<file path="src/rtl/opl3_pkg.sv">
// Shared types and default timing for the OPL3 host-side bus master.
package opl3_pkg;

    localparam int unsigned DEFAULT_SETUP_CYCLES   = 2;
    localparam int unsigned DEFAULT_STROBE_CYCLES  = 4;
    localparam int unsigned DEFAULT_GAP_CYCLES     = 24;
    localparam int unsigned DEFAULT_CMD_FIFO_DEPTH = 4;

    typedef struct packed {
        logic       is_read;
        logic       bank;
        logic [7:0] addr;
        logic [7:0] data;
    } host_cmd_t;

    typedef enum logic [3:0] {
        ST_IDLE,
        ST_A_SETUP,
        ST_A_STROBE,
        ST_A_GAP,
        ST_D_SETUP,
        ST_D_STROBE,
        ST_D_GAP,
        ST_R_SETUP,
        ST_R_STROBE,
        ST_R_GAP
    } bus_state_t;

    function automatic int unsigned max3(input int unsigned a, input int unsigned b,
                                         input int unsigned c);
        int unsigned m;
        m = (a > b) ? a : b;
        return (m > c) ? m : c;
    endfunction

endpackage

</file>
<file path="src/rtl/host_cmd_fifo.sv">
// Synchronous command FIFO; pointers carry one extra wrap bit to tell full from empty.
module host_cmd_fifo
    import opl3_pkg::*;
#(
    parameter int unsigned DEPTH = DEFAULT_CMD_FIFO_DEPTH
) (
    input  logic      clk_host,
    input  logic      reset,
    input  logic      push,
    input  host_cmd_t wr_data,
    input  logic      pop,
    output host_cmd_t rd_data,
    output logic      full,
    output logic      empty
);

    localparam int unsigned AW = $clog2(DEPTH);

    host_cmd_t     mem [DEPTH];
    logic [AW:0]   wr_ptr;
    logic [AW:0]   rd_ptr;

    assign empty   = (wr_ptr == rd_ptr);
    assign full    = (wr_ptr[AW] != rd_ptr[AW]) && (wr_ptr[AW-1:0] == rd_ptr[AW-1:0]);
    assign rd_data = mem[rd_ptr[AW-1:0]];

    always_ff @(posedge clk_host) begin
        if (reset) begin
            wr_ptr <= '0;
            rd_ptr <= '0;
        end else begin
            if (push && !full) begin
                wr_ptr <= wr_ptr + (AW+1)'(1);
            end
            if (pop && !empty) begin
                rd_ptr <= rd_ptr + (AW+1)'(1);
            end
        end
    end

    always_ff @(posedge clk_host) begin
        if (push && !full) begin
            mem[wr_ptr[AW-1:0]] <= wr_data;
        end
    end

endmodule

</file>
<file path="src/rtl/opl3_bus_master.sv">
// Queues host register writes / status reads and plays them onto the OPL3 bus
// with programmable setup, strobe and gap timing.
module opl3_bus_master
    import opl3_pkg::*;
#(
    parameter int unsigned SETUP_CYCLES  = DEFAULT_SETUP_CYCLES,
    parameter int unsigned STROBE_CYCLES = DEFAULT_STROBE_CYCLES,
    parameter int unsigned GAP_CYCLES    = DEFAULT_GAP_CYCLES,
    parameter int unsigned FIFO_DEPTH    = DEFAULT_CMD_FIFO_DEPTH
) (
    input  logic       clk_host,
    input  logic       reset,
    input  logic       req_valid,
    output logic       req_ready,
    input  logic       req_is_read,
    input  logic       req_bank,
    input  logic [7:0] req_addr,
    input  logic [7:0] req_data,
    output logic       rsp_valid,
    output logic [7:0] rsp_status,
    output logic       busy,
    output logic       cs_n,
    output logic       rd_n,
    output logic       wr_n,
    output logic [1:0] address,
    output logic [7:0] bus_dout,
    input  logic [7:0] bus_din
);

    localparam int unsigned CW = $clog2(max3(SETUP_CYCLES, STROBE_CYCLES, GAP_CYCLES) + 1);
    localparam logic [CW-1:0] SETUP_LD  = CW'(SETUP_CYCLES - 1);
    localparam logic [CW-1:0] STROBE_LD = CW'(STROBE_CYCLES - 1);
    localparam logic [CW-1:0] GAP_LD    = CW'(GAP_CYCLES - 1);

    host_cmd_t   fifo_wdata;
    host_cmd_t   fifo_rdata;
    logic        fifo_full;
    logic        fifo_empty;
    logic        pop;

    bus_state_t  state;
    bus_state_t  state_n;
    logic [CW-1:0] cnt;
    logic [CW-1:0] cnt_n;

    logic        cur_bank;
    logic [7:0]  cur_addr;
    logic [7:0]  cur_data;

    assign fifo_wdata = '{is_read: req_is_read, bank: req_bank, addr: req_addr, data: req_data};
    assign req_ready  = !fifo_full;
    assign busy       = !fifo_empty || (state != ST_IDLE);

    host_cmd_fifo #(
        .DEPTH (FIFO_DEPTH)
    ) u_fifo (
        .clk_host (clk_host),
        .reset    (reset),
        .push     (req_valid),
        .wr_data  (fifo_wdata),
        .pop      (pop),
        .rd_data  (fifo_rdata),
        .full     (fifo_full),
        .empty    (fifo_empty)
    );

    always_ff @(posedge clk_host) begin
        if (reset) begin
            state    <= ST_IDLE;
            cnt      <= '0;
            cur_bank <= 1'b0;
            cur_addr <= '0;
            cur_data <= '0;
        end else begin
            state <= state_n;
            cnt   <= cnt_n;
            if (pop) begin
                cur_bank <= fifo_rdata.bank;
                cur_addr <= fifo_rdata.addr;
                cur_data <= fifo_rdata.data;
            end
        end
    end

    // The counter reloads on every state change, from the length of the state being entered.
    always_comb begin
        state_n = state;
        cnt_n   = cnt;
        pop     = 1'b0;
        case (state)
            ST_IDLE: begin
                if (!fifo_empty) begin
                    pop     = 1'b1;
                    state_n = fifo_rdata.is_read ? ST_R_SETUP : ST_A_SETUP;
                end
            end
            ST_A_SETUP:  if (cnt == '0) state_n = ST_A_STROBE;
            ST_A_STROBE: if (cnt == '0) state_n = ST_A_GAP;
            ST_A_GAP:    if (cnt == '0) state_n = ST_D_SETUP;
            ST_D_SETUP:  if (cnt == '0) state_n = ST_D_STROBE;
            ST_D_STROBE: if (cnt == '0) state_n = ST_D_GAP;
            ST_D_GAP:    if (cnt == '0) state_n = ST_IDLE;
            ST_R_SETUP:  if (cnt == '0) state_n = ST_R_STROBE;
            ST_R_STROBE: if (cnt == '0) state_n = ST_R_GAP;
            ST_R_GAP:    if (cnt == '0) state_n = ST_IDLE;
            default:     state_n = ST_IDLE;
        endcase

        if (state_n != state) begin
            case (state_n)
                ST_A_SETUP, ST_D_SETUP, ST_R_SETUP:    cnt_n = SETUP_LD;
                ST_A_STROBE, ST_D_STROBE, ST_R_STROBE: cnt_n = STROBE_LD;
                ST_A_GAP, ST_D_GAP, ST_R_GAP:          cnt_n = GAP_LD;
                default:                               cnt_n = '0;
            endcase
        end else if (cnt != '0) begin
            cnt_n = cnt - CW'(1);
        end
    end

    // Bus pins follow the FSM state one cycle later, so nothing on req_* reaches a pin combinationally.
    always_ff @(posedge clk_host) begin
        if (reset) begin
            cs_n       <= 1'b1;
            rd_n       <= 1'b1;
            wr_n       <= 1'b1;
            address    <= '0;
            bus_dout   <= '0;
            rsp_valid  <= 1'b0;
            rsp_status <= '0;
        end else begin
            rsp_valid <= 1'b0;
            case (state)
                ST_A_SETUP, ST_A_STROBE: begin
                    address  <= {cur_bank, 1'b0};
                    bus_dout <= cur_addr;
                    wr_n     <= 1'b0;
                    rd_n     <= 1'b1;
                    cs_n     <= (state != ST_A_STROBE);
                end
                ST_D_SETUP, ST_D_STROBE: begin
                    address  <= {cur_bank, 1'b1};
                    bus_dout <= cur_data;
                    wr_n     <= 1'b0;
                    rd_n     <= 1'b1;
                    cs_n     <= (state != ST_D_STROBE);
                end
                ST_R_SETUP, ST_R_STROBE: begin
                    address  <= 2'b00;
                    bus_dout <= '0;
                    wr_n     <= 1'b1;
                    rd_n     <= 1'b0;
                    cs_n     <= (state != ST_R_STROBE);
                end
                default: begin
                    cs_n <= 1'b1;
                    rd_n <= 1'b1;
                    wr_n <= 1'b1;
                end
            endcase
            if (state == ST_R_GAP && cnt == '0) begin
                rsp_valid  <= 1'b1;
                rsp_status <= bus_din;
            end
        end
    end

endmodule

</file>
<file path="config.mk">
export PLATFORM = sky130hd
export DESIGN_NAME = opl3_bus_master
export DESIGN_NICKNAME = d
export VERILOG_FILES = /design/src/rtl/opl3_pkg.sv /design/src/rtl/host_cmd_fifo.sv /design/src/rtl/opl3_bus_master.sv
export SDC_FILE = /design/constraint.sdc
export NUM_CORES = 1
export LEC_CHECK = 0
export ABC_AREA = 1
export CAP_MARGIN = 0
export CORE_MARGIN = 4
export CORE_UTILIZATION = 55
export DETAILED_ROUTE_END_ITERATION = 10
export PLACE_DENSITY = 0.84
export SYNTH_ARGS = -nofsm -noshare
export SYNTH_HDL_FRONTEND = slang
export SYNTH_SLANG_ARGS = --single-unit
</file>
<file path="constraint.sdc">
create_clock -name clk_host -period 6.7 [get_ports clk_host]
set_clock_uncertainty 0.15 [all_clocks]
set_input_delay 1.34 -clock clk_host [delete_from_list [all_inputs] [get_ports clk_host]]
set_output_delay 1.34 -clock clk_host [all_outputs]
set_load 0.005 [all_outputs]
</file>
# ---- Word-level counts from Yosys, hierarchy flattened
# Memories as Yosys holds them, arrays and structs flattened. A register that Yosys moved wholly into a read port is not among the register bits.
# Cells that the tools add are included.
dict set report totals {
  register_bits 54
  ramBits 72
  mem_bits_ro 64
  in_bits 29
  elab_cells 78
  mem_count 2
}
dict set report op_classes {
  addsub 3
  eq_ne 16
  n_mux 25
  reduce_logical 18
}
# memory words width rd rd_clocked_by_memory_dff wr line
set mem_list {}
lappend mem_list {u_fifo.mem 4 18 1 1 1 host_cmd_fifo.sv:19} ;# host_cmd_t mem [DEPTH];
lappend mem_list {{(name not given)} 16 4 1 0 0 opl3_bus_master.sv:110} ;# case (state_n)
# operator count
set ops {}
lappend ops {{4-bit two-way mux} 9}
lappend ops {{4-bit one-hot mux with 9 select lines} 1}
lappend ops {{8-bit one-hot mux with 3 select lines} 1}
lappend ops {{4-bit by 3-bit equality test with 1-bit output, second input constant} 4}
lappend ops {{5-bit two-way mux} 2}
lappend ops {{4-bit by 2-bit equality test with 1-bit output, second input constant} 2}
lappend ops {{4-bit equality test, second input constant} 2}
lappend ops {{2-bit OR reduction} 4}
lappend ops {{1-bit two-way mux} 7}
lappend ops {{3-bit by 1-bit adder with 3-bit output, second input constant} 2}
lappend ops {{2-bit one-hot mux with 3 select lines} 1}
lappend ops {{5-bit zero test} 1}
lappend ops {{5-bit nonzero test} 1}
lappend ops {{5-bit by 1-bit subtractor with 5-bit output, second input constant} 1}
lappend ops {{4-bit by 1-bit equality test with 1-bit output, second input constant} 1}
lappend ops {{1-bit logical AND} 4}
lappend ops {{4-bit zero test} 1}
lappend ops {{2-bit two-way mux} 2}
lappend ops {{4-bit by 2-bit inequality test with 1-bit output, second input constant} 1}
lappend ops {{4-bit by 3-bit inequality test with 1-bit output, second input constant} 1}
lappend ops {{4-bit inequality test} 1}
lappend ops {{4-bit inequality test, second input constant} 1}
lappend ops {{4-bit nonzero test} 1}
lappend ops {{4-bit OR reduction} 1}
lappend ops {{other kinds (9)} 10}

# ---- Logic depth before layout (Yosys ltp)
dict set report logic_depth {
  ltp_word 6
  ltp_mapped 18
  ltp_nobuf 18
}

# ---- By module
# Synthesis repeated with hierarchy kept, for this count alone.
dict set report hier_totals {
  hier_cells 580
  hier_area_um2 5580.4
}
# mod n_inst cells_each area_per_inst_um2
set by_module_without_submodules {}
lappend by_module_without_submodules {host_cmd_fifo 1 250 3168.0}
lappend by_module_without_submodules {opl3_bus_master 1 330 2412.3}

# ---- Least setup slack after synthesis
# OpenSTA, ideal clock, no wires.
dict set report synth_timing {
  kind {in2reg}
  startpoint {in req_valid}
  endpoint {mem u_fifo.mem[3][0] (netlist bit) (enable)}
  arrival_time_ns 2.320
  required_time_ns 6.155
  path_slack_ns 3.835
  cell_stages 2
  cell_sequence {nand2_1 nor2_1}
}
dict set report synth_between {
  elab_chain_cells 3
}
# element line
set synth_rtl {}
lappend synth_rtl {{start: declaration} opl3_bus_master.sv:13} ;# input logic req_valid,
lappend synth_rtl {{1-bit logical AND} host_cmd_fifo.sv:42} ;# if (push && !full) begin
lappend synth_rtl {{1-bit two-way mux} host_cmd_fifo.sv:42}
lappend synth_rtl {{1-bit two-way mux (implied by the code)} host_cmd_fifo.sv:43} ;# mem[wr_ptr[AW-1:0]] <= wr_data;
lappend synth_rtl {{end: declaration} host_cmd_fifo.sv:19}
# No other way between the ends.

# ---- Final worst setup path
dict set report layout_timing {
  startpoint {reg state[1]}
  endpoint {out busy}
}
dict set report layout_between {
  elab_chain_cells 2
}
# element line
set layout_rtl {}
lappend layout_rtl {{start: declaration} opl3_bus_master.sv:41} ;# bus_state_t state;
lappend layout_rtl {{start signal: assignment} opl3_bus_master.sv:75} ;# state <= state_n;
lappend layout_rtl {{4-bit nonzero test} opl3_bus_master.sv:52} ;# assign busy = !fifo_empty || (state != ST_IDLE);
lappend layout_rtl {{1-bit logical OR} opl3_bus_master.sv:52}
lappend layout_rtl {{end: declaration} opl3_bus_master.sv:21} ;# output logic busy,
# No other way between the ends.

==> impl_metrics.py <==
metrics = {
    "timing": {
        "tightestPinTransition_ps": 1124,
        "fin_hold_ws_ps": 330.0,
        "setup-violations-final": 0,
        "finalHoldViolCount": 0,
        "final_min_period_over_clock_period": 0.5246,
        "post-route-min-period_ps": 3515,
        "max_slew_margin": 0.2461,
        "slew_violations": 0,
        "fmax_ghz": 0.2845,
        "fin_tns_setup_ps": 0,
        "grt_setup_unrepaired": "false",
    },
    "routing": {
        "total_wirelength_of_the_detailed_routed_design_mm": 11.60,
        "avgRoutedWirePerCell_um": 15.78,
        "drc": 0,
        "dr.pass1.iters": 5,
        "drtIter0Drc": 246,
        "routed_via_density": 5.533,
        "via_count": 4067,
        "postRouteAntennaNets": 0,
    },
    "worst_setup_path": {
        "worst_ep_arrival_time_ps": 2020,
        "rr_endpoint": "cnt[1]",
        "critPathKind": "flop to output pin",
        "cp-end-kind": "output pin",
        "setup.worst_path.start_class": "flop",
        "required_time_at_the_endpoint_of_the_critical_path_ps": 5210,
        "worst-path-max-fanout": 10,
        "reg2reg_setup_slack_ps": 3390,
        "worst_r2r_path_depth": 12,
    },
    "finish": {
        "final_layout_size_suffix_gt1_frac": 0.1089,
        "final_cell_count_no_fill": 735,
        "fill_cell_total_of_the_finished_layout": 673,
        "final_common_cell": "sky130_fd_sc_hd__nor2_1",
        "diodes": 0,
        "post-route-util": 0.6987,
        "layout.nets": 633,
        "layout.cells.most_common_list": "114 x sky130_fd_sc_hd__nor2_1, 77 x sky130_fd_sc_hd__o21ai_0, 72 x sky130_fd_sc_hd__edfxtp_1",
        "syn2layout_area_growth_pct": 22.52,
    },
    "yosys": {
        "synthArstFlopShare": 0,
        "synth_xor_xnor_area_share": 0.004963,
        "post_synth_mux_area_share": 0,
        "mappedNetlistArea_sq_um": 5294,
        "postSynth.topFlopCell": "sky130_fd_sc_hd__edfxtp_1",
        "largest_family_of_logic_cells_by_synthesized_area": "simple AND/OR/NAND/NOR gates",
        "synth.yosys.seq_area_share": 0.6202,
        "synth-edff-count": 72,
        "synth_cells": 538,
        "synth_simple_gate_area_frac": 0.1730,
        "post_synth.cell_area_avg_sq_um": 9.840,
        "ys_types": 31,
        "yosys.area_share.adder": 0.02600,
        "synth-seq-cells": 128,
        "mappedNetlistNets": 578,
        "yosys_warnings": 0,
        "synth-compound-area-share": 0.1288,
    },
    "cts": {
        "clock_sinks": 128,
        "post_cts_resize_count": 0,
        "clk_transition_reported_paths_ps": 60,
        "clkLatencyLatePin_ps": 520,
        "cts_tree": "built",
        "postCtsSetupRepairBufs": 0,
        "max-clock-path-buffers": 2,
        "numCtsBuffers": 17,
        "ctsHoldBuffers": 0,
        "clk_root_buffer_cell": "sky130_fd_sc_hd__clkbuf_8",
        "htreeDepth": 4,
    },
    "floorplan": {
        "boundaryPins": 53,
        "placement_rows": 35,
        "die-area_sq_um": 11260,
        "die_h_um": 106.1,
        "core_sq_um": 9284,
        "dieWidth_um": 106.1,
        "floorplan.initialDensity": 0.5702,
    },
    "global_routing": {
        "gr-usage-all-layers": 0.2159,
        "grt-ovfl-total": 0,
        "grt_pass1_vias": 4052,
        "grt_antenna_before_repair": 0,
        "grt_max_degree": 47,
        "first_pass_grt_wire_length_mm": 19.10,
    },
    "pwr": {
        "power.density_nw_per_um2": 456.5,
        "ir_drop_mv": 0.2481,
        "p_leak_nw": 2.498,
    },
    "place": {
        "placement.io_buffers": 52,
        "place.gp.congestion": 0.8979,
        "placed_cells": 703,
        "dp.final_hpwl_mm": 7.121,
    },
    "job": {
        "maxCapViolations": 0,
    },
    "run_status": {
        "result_of_the_run": "finished clean",
    },
    "min_path": {
        "hold_crit_depth": 2,
        "hold_path.class": "flop to flop",
        "timing.hold.worst.start": "address[1]",
        "min_delay_worst_endpoint": "address[1]",
    },
}
==> layout make-up <==
cell class                 count  area (sq um)  area share
clock inverter                14         147.6     0.02276
inverter                      39         146.4     0.02257
sequential                   128          3283      0.5062
tap                          129         161.4     0.02488
clock buffer                  18         427.9     0.06597
timing repair buffer          57         558.0     0.08603
multi-input combinational    350          1762      0.2716
==> state kept, by name (all words and copies together), names as in the netlist, 3 cells and up, named ones only <==
signal	count
state	4
rsp_status	8
bus_dout	8
cur_data	8
u_fifo.rd_ptr	3
cnt	5
u_fifo.wr_ptr	3
u_fifo.mem	72
cur_addr	8
==> layer usage <==
metal / track usage / share of wire / up-vias
li1: - / - / 1964
met1: 0.2451 / 0.41 / 1931
met2: 0.3796 / 0.51 / 148
met3: 0.05100 / 0.062 / 24
met4: 0.1073 / 0.020 / 0
met5: 0 / 0 / -
==> where the power goes <==
| part | switching [mW] | internal (mW) | total, mW |
|---|---|---|---|
| sequential | 0.111 | 0.971 | 1.08 |
| clock | 0.362 | 0.516 | 0.878 |
| combinational | 0.645 | 0.356 | 1.00 |
==> cells in the mapped netlist (8+ instances only) <==
| cell type | number | share of area |
|---|---|---|
| sky130_fd_sc_hd__clkbuf_1 | 10 | 0.0071 |
| sky130_fd_sc_hd__nand4_1 | 9 | 0.011 |
| sky130_fd_sc_hd__o21ai_0 | 77 | 0.073 |
| sky130_fd_sc_hd__a31oi_1 | 17 | 0.020 |
| sky130_fd_sc_hd__inv_2 | 12 | 0.0085 |
| sky130_fd_sc_hd__nand3_1 | 13 | 0.012 |
| sky130_fd_sc_hd__nand2_1 | 56 | 0.040 |
| sky130_fd_sc_hd__ha_1 | 11 | 0.026 |
| sky130_fd_sc_hd__nor2_1 | 114 | 0.081 |
| sky130_fd_sc_hd__a21oi_1 | 21 | 0.020 |
| sky130_fd_sc_hd__a22oi_1 | 8 | 0.011 |
| sky130_fd_sc_hd__dfxtp_1 | 56 | 0.21 |
| sky130_fd_sc_hd__edfxtp_1 | 72 | 0.41 |
| sky130_fd_sc_hd__inv_1 | 24 | 0.017 |
==> stage by stage <==
stage	setup WS, ps	instance area, sq um	power (mW)
after floorplan	3835	5294	1.796
after global placement	3069	5911	2.019
after detailed placement	2952	5911	2.065
after CTS	3189	6486	2.962
after global routing	3091	6486	3.155
final	3185	6486	2.961
==> worst max-delay path, cell delays in order, from the launching register on <==
cell and delay, ps:
sky130_fd_sc_hd__dfxtp_1 480, sky130_fd_sc_hd__nor2_4 240, sky130_fd_sc_hd__inv_2 60, sky130_fd_sc_hd__nor2_4 140, sky130_fd_sc_hd__nand4_2 130, sky130_fd_sc_hd__clkdlybuf4s50_1 470
==> kinds of logic (layout without fill, tap and decap cells) <==
group,Yosys count,in the layout
fa+ha+maj,11,11
compound gates,127,127
flops,128,128
xor+xnor,3,3
simple gates,209,209
buf+inv,60,128
==> worst max path at each step <==
stage	to	slack, ps	from	cells past startpoint
after global placement	u_fifo.rd_ptr[0]	3070	reset	4
final	busy	3190	state[1]	5
after floorplan	u_fifo.mem[3][0]	3840	req_valid	2
after detailed placement	flop	2950	reset	4
after global routing	busy	3090	state[1]	5
after CTS	busy	3190	state[1]	5
No activity file was read; power rests on OpenSTA's default activity.
